File: src/rtl/syscall_string_printer_pkg.sv
// Shared types and constants for the print-string syscall service block.
package syscall_string_printer_pkg;

    localparam int unsigned WORD_W = 32;
    localparam int unsigned BYTE_W = 8;

    localparam logic [WORD_W-1:0] SYSCALL_PRINT_INT  = 32'd1;
    localparam logic [WORD_W-1:0] SYSCALL_PRINT_STR  = 32'd4;
    localparam logic [WORD_W-1:0] SYSCALL_EXIT       = 32'd10;
    localparam logic [WORD_W-1:0] SYSCALL_PRINT_CHAR = 32'd11;

    typedef enum logic [1:0] {
        ST_IDLE   = 2'd0,
        ST_FETCH  = 2'd1,
        ST_EMIT   = 2'd2,
        ST_FINISH = 2'd3
    } state_t;

endpackage

File: src/rtl/syscall_string_printer_byte_lane_select.sv
// Picks one byte out of a memory word by byte offset, honouring byte order.
module syscall_string_printer_byte_lane_select
    import syscall_string_printer_pkg::*;
#(
    parameter bit BIG_ENDIAN = 1'b1
) (
    input  logic [WORD_W-1:0] word,
    input  logic [1:0]        idx,
    output logic [BYTE_W-1:0] lane
);

    logic [1:0] lane_idx;

    // Big-endian puts offset 0 in the most significant byte.
    always_comb begin
        lane_idx = BIG_ENDIAN ? 2'(2'd3 - idx) : idx;
        case (lane_idx)
            2'd0:    lane = word[7:0];
            2'd1:    lane = word[15:8];
            2'd2:    lane = word[23:16];
            default: lane = word[31:24];
        endcase
    end

endmodule

File: src/rtl/syscall_string_printer.sv
// Walks a NUL-terminated string in data memory and emits it one character
// per cycle, stalling the pipeline until the terminator or length cap.
module syscall_string_printer
    import syscall_string_printer_pkg::*;
#(
    parameter int unsigned MAX_LEN    = 256,
    parameter bit          BIG_ENDIAN = 1'b1,
    parameter bit          SIM_PRINT  = 1'b1
) (
    input  logic              clk,
    input  logic              rst_n,
    input  logic [WORD_W-1:0] sig_print_string,
    output logic              mem_req,
    output logic [WORD_W-1:0] mem_addr,
    input  logic              mem_ready,
    input  logic [WORD_W-1:0] mem_rdata,
    output logic              char_valid,
    output logic [BYTE_W-1:0] char_data,
    output logic              busy,
    output logic              done,
    output logic              truncated
);

    localparam int unsigned CNT_W = $clog2(MAX_LEN + 1);

    state_t            state;
    logic [WORD_W-1:0] word_buf;
    logic [1:0]        byte_idx;
    logic [CNT_W-1:0]  count;
    logic [BYTE_W-1:0] cur_byte;
    logic              at_limit;

    syscall_string_printer_byte_lane_select #(
        .BIG_ENDIAN (BIG_ENDIAN)
    ) u_lane (
        .word (word_buf),
        .idx  (byte_idx),
        .lane (cur_byte)
    );

    assign at_limit = (count == CNT_W'(MAX_LEN));

    // Character strobe comes straight from the EMIT state and buffered word.
    always_comb begin
        char_valid = (state == ST_EMIT) && (cur_byte != '0) && !at_limit;
        char_data  = char_valid ? cur_byte : '0;
    end

    always_ff @(posedge clk) begin
        if (!rst_n) begin
            state     <= ST_IDLE;
            mem_req   <= 1'b0;
            mem_addr  <= '0;
            busy      <= 1'b0;
            done      <= 1'b0;
            truncated <= 1'b0;
            word_buf  <= '0;
            byte_idx  <= '0;
            count     <= '0;
        end else begin
            case (state)
                ST_IDLE: begin
                    if (sig_print_string != '0) begin
                        state    <= ST_FETCH;
                        mem_req  <= 1'b1;
                        mem_addr <= {sig_print_string[WORD_W-1:2], 2'b00};
                        byte_idx <= sig_print_string[1:0];
                        count    <= '0;
                        busy     <= 1'b1;
                    end
                end
                ST_FETCH: begin
                    if (mem_ready) begin
                        word_buf <= mem_rdata;
                        mem_req  <= 1'b0;
                        state    <= ST_EMIT;
                    end
                end
                ST_EMIT: begin
                    // A NUL wins over the length cap, so a cap hit on NUL is not a truncation.
                    if (cur_byte == '0 || at_limit) begin
                        state     <= ST_FINISH;
                        done      <= 1'b1;
                        truncated <= (cur_byte != '0);
                    end else begin
                        count <= count + CNT_W'(1);
                        if (byte_idx == 2'd3) begin
                            byte_idx <= '0;
                            mem_addr <= mem_addr + WORD_W'(4);
                            mem_req  <= 1'b1;
                            state    <= ST_FETCH;
                        end else begin
                            byte_idx <= byte_idx + 2'd1;
                        end
                    end
                end
                ST_FINISH: begin
                    state     <= ST_IDLE;
                    done      <= 1'b0;
                    truncated <= 1'b0;
                    busy      <= 1'b0;
                end
                default: state <= ST_IDLE;
            endcase
        end
    end

    if (SIM_PRINT) begin : g_print
`ifndef SYNTHESIS
        always_ff @(posedge clk) begin
            if (rst_n && char_valid) $write("%c", char_data);
        end
`endif
    end

endmodule
File: config.mk
export PLATFORM = sky130hd
export DESIGN_NAME = syscall_string_printer
export DESIGN_NICKNAME = d
export VERILOG_FILES = /design/src/rtl/syscall_string_printer_pkg.sv /design/src/rtl/syscall_string_printer_byte_lane_select.sv /design/src/rtl/syscall_string_printer.sv
export SDC_FILE = /design/constraint.sdc
export NUM_CORES = 1
export LEC_CHECK = 0
export CORE_AREA = 2 2 137 72
export CTS_CLUSTER_DIAMETER = 30
export DETAILED_ROUTE_END_ITERATION = 7
export DIE_AREA = 0 0 139 74
export MAX_ROUTING_LAYER = met4
export PLACE_DENSITY = 0.78
export SYNTH_ARGS = -nofsm -noshare
export SYNTH_HDL_FRONTEND = slang
export SYNTH_SLANG_ARGS = --single-unit
File: constraint.sdc
create_clock -name clk -period 3.2 [get_ports clk]
set_input_delay 0.96 -clock clk [delete_from_list [all_inputs] [get_ports clk]]
set_output_delay 0.96 -clock clk [all_outputs]
set_load 0.05 [all_outputs]
==> flow_summary.toml <==
[outcome]
status = "complete, but fails checks"
violations = "setup timing"

[pwr]
p_leak_uw = 0.002246
p_clk_share_pct = 32.4
power_frac_seq_pct = 36.4
intPower_uw = 2123
p_per_area_nw_per_um2 = 510.8
switchingPower_uw = 1099
p_sw_share_pct = 34.11
total_power_uw = 3222
combPwrFrac_pct = 31.1
ir_worst_vdd_uv = 352.2

[timing]
finalHoldViolations = 0
slew_violations = 0
setup_viol = 9
max_slew.worst_pin.slew_ns = 0.5838
post-route-period-util_pct = 104.5
fin_ws_ns = -0.1453
fin_worst_skew_ns = 0.004763
grt_setup_unrepaired = "true"
clock.fmax_ghz = 0.2989
min_period_ns = 3.345
setup_tns_ns = -0.8255
slew_headroom_pct = 61.08

[setup_path]
critPathKind = "reg -> out"
cp-start-kind = "flop"
cp.required_ns = 2.24
crit_arrival_ns = 2.39
critPathCaptureType = "output pin"
cp_slowest_cell = "dfxtp_4"
path_cells = "inv_4 > ha_4 > buf_4 > a21oi_2 > a21oi_2 > nor4_4 > a21oi_4 > buf_6 > and3_4 > buf_12"
max_stage_delay_ns = 0.40
crit_top_cell = "a21oi_2"
crit_fanout = 6

[place]
dp_worst_setup_slack_ns = -0.05508
post-dp-hpwl_um = 11320
io_buffers = 109
gp_congestion = 0.9760
place_area_um2 = 5863

[die]
dieArea_um2 = 10290
fp.dieH_um = 74
num_rows = 25
die_w_um = 139
io_pins = 112
start_util_pct = 47.73
core_area_um2 = 9134

[global_route]
antenna_found_initial = 0
use_met3_pct = 9.015
grt_pass1_vias = 4661
grt_pass1_wl_um = 24890
grt_usage_pct = 31.87
grtUsageMet2_pct = 45.37
overflow = 0
busiest_layer = "met1"
grt_max_degree = 61
use_met1_pct = 45.44

[drt]
dr_total_vias = 5170
drtPass1Iterations = 5
drc = 0
routed_wl_um = 16110
routedWlPerCell_um = 19.74
viasPerCell = 6.336
drtAntennaViolNets = 0
drtIter0Drc = 766

[clocking]
clk_pin_slew_worst_paths_ns = 0.06
numCtsBuffers = 9
holdBufCountCts = 0
cts_tree = "built"
clock_latency_ns = 0.34
cts_sinks = 79
cts_buffer_depth = 2
root_buffer = "clkbuf_16"
htreeDepth = 3

[synthesis]
synth_top_area_cell = "dfxtp_1"
yosysTopAreaCellShare_pct = 36.28
synthArstFlopShare_pct = 0
synth_flop_cell = "dfxtp_1"
seq_area_frac_synth_pct = 36.28
synth_common_cells = "110 x nand2_1, 80 x a21oi_1, 79 x dfxtp_1, 32 x clkbuf_1, 25 x nor2_1"
synth_edf_count = 0
syn_inst = 571
synth_seq_cells = 79
yosysUniqueCellTypes = 64
synth_area_leaders = "dfxtp_1 36%, nand2_1 9.5%, a21oi_1 9.2%, clkbuf_1 2.8%, nand4_1 2.3%"
synth_area_per_cell_um2 = 7.634
yosysWarnings = 0
synthMostInstantiatedCell = "nand2_1"
synthesis.area_um2 = 4359

[finish]
fill_cells = 708
layout.nets = 765
drive_gt1_share_pct = 15.25
design_area_um2 = 6307
n_antenna_cell = 0
areaGrowthSynthToFinish_pct = 44.69

[job]
drv_cap = 0

[hold_path]
min_path_type = "reg -> reg"
==> cell type report <==
type	count	area [um2]	share of cell area (%)
Inverter	14	58.81	0.9324
Clock inverter	3	42.54	0.6745
Tap cell	121	151.4	2.400
Multi-Input combinational cell	434	2681	42.51
Sequential cell	79	1589	25.19
Clock buffer	12	256.5	4.067
Timing Repair Buffer	153	1528	24.22
==> cell families (layout without fill, tap and decap cells) <==
group           count (synthesis)  in the layout  synth area share (%)
fa+ha+maj                       7              7                 2.009
other cells                     1              2               0.08603
compound gates                181            181                 27.41
simple gates                  233            233                 25.98
mux                             8              8                 1.894
xor+xnor                        3              3                0.6029
buf+inv                        59            182                 5.741
flops                          79             79                 36.28
==> critical path: cells and delay by family (launching register included) <==
kind | cells | cell delay [ns]
AOI/OAI and AO/OA | 3 | 0.38
adders and majority gates | 1 | 0.18
buffers and inverters | 4 | 0.50
DFF | 1 | 0.40
and+or+nand+nor | 2 | 0.57
==> worst paths after layout <==
kind / cells past startpoint / slack (ns) / from / end
setup / recovery: 10 / -0.15 / byte_idx[0] / char_data[4]
setup reg to reg: 10 / 0.24 / byte_idx[0] / mem_addr[23]
hold / removal: 2 / 0.46 / word_buf[24] / word_buf[24]
hold reg to reg: 2 / 0.46 / word_buf[24] / word_buf[24]
==> cell usage in the layout, fill, tap and decap left out, drive strengths merged, types with 3 or more instances in the layout <==
master and n:
clkbuf 12, nor4 13, or4 3, mux2i 6, a32o 7, inv 13
clkdlybuf4s50 100, a31oi 6, nand2b 3, ha 7, nand3 12, and3 14
buf 53, a211oi 6, o31ai 3, nor3 16, nand2 111, a22o 6
o211ai 7, and4 3, nand4 16, o21a 4, a22oi 11, o21ai 12
or3 4, a21oi 81, nor2 25, nor2b 3, o2bb2a 5, xnor2 3
o22a 3, and2 4, o22ai 12, dfxtp 79
==> metal layers <==
| layer | wire [um] | vias up |
|---|---|---|
| li1 | - | 2338 |
| met1 | 7172 | 2425 |
| met2 | 6581 | 368 |
| met3 | 2092 | 39 |
| met4 | 261 | 0 |
| met5 | 0 | - |
==> flip-flops by register name, summed over array words and instances (netlist names) <==
name,count
state,2
mem_addr,30
truncated,1
word_buf,32
count,9
done,1
busy,1
byte_idx,2
mem_req,1
==> power groups by stage <==
stage / registers [uW] / logic [uW] / clock network (uW)
after floorplan: 1330 / 391 / 0
after global placement: 1180 / 914 / 0
after detailed placement: 1180 / 928 / 0
after CTS: 1170 / 975 / 1040
after global routing: 1180 / 1050 / 1080
final: 1170 / 1000 / 1050
==> through the flow <==
stage,utilization (%),std cells,hold slack (ns)
2_1_floorplan,-,572,0.4321
3_3_place_gp,64.19,798,0.4474
3_5_place_dp,64.19,798,0.4531
4_1_cts,68.96,815,0.4605
5_1_grt,69.05,816,0.4851
6_report,69.05,816,0.4633
==> what timing repair did <==
item	in CTS	in global routing
gates cloned	0	0
resized for setup	29	1
buffers inserted	2	1
setup endpoints to repair	9	9
pin swaps	5	2
(Power assumes the default switching activity.)
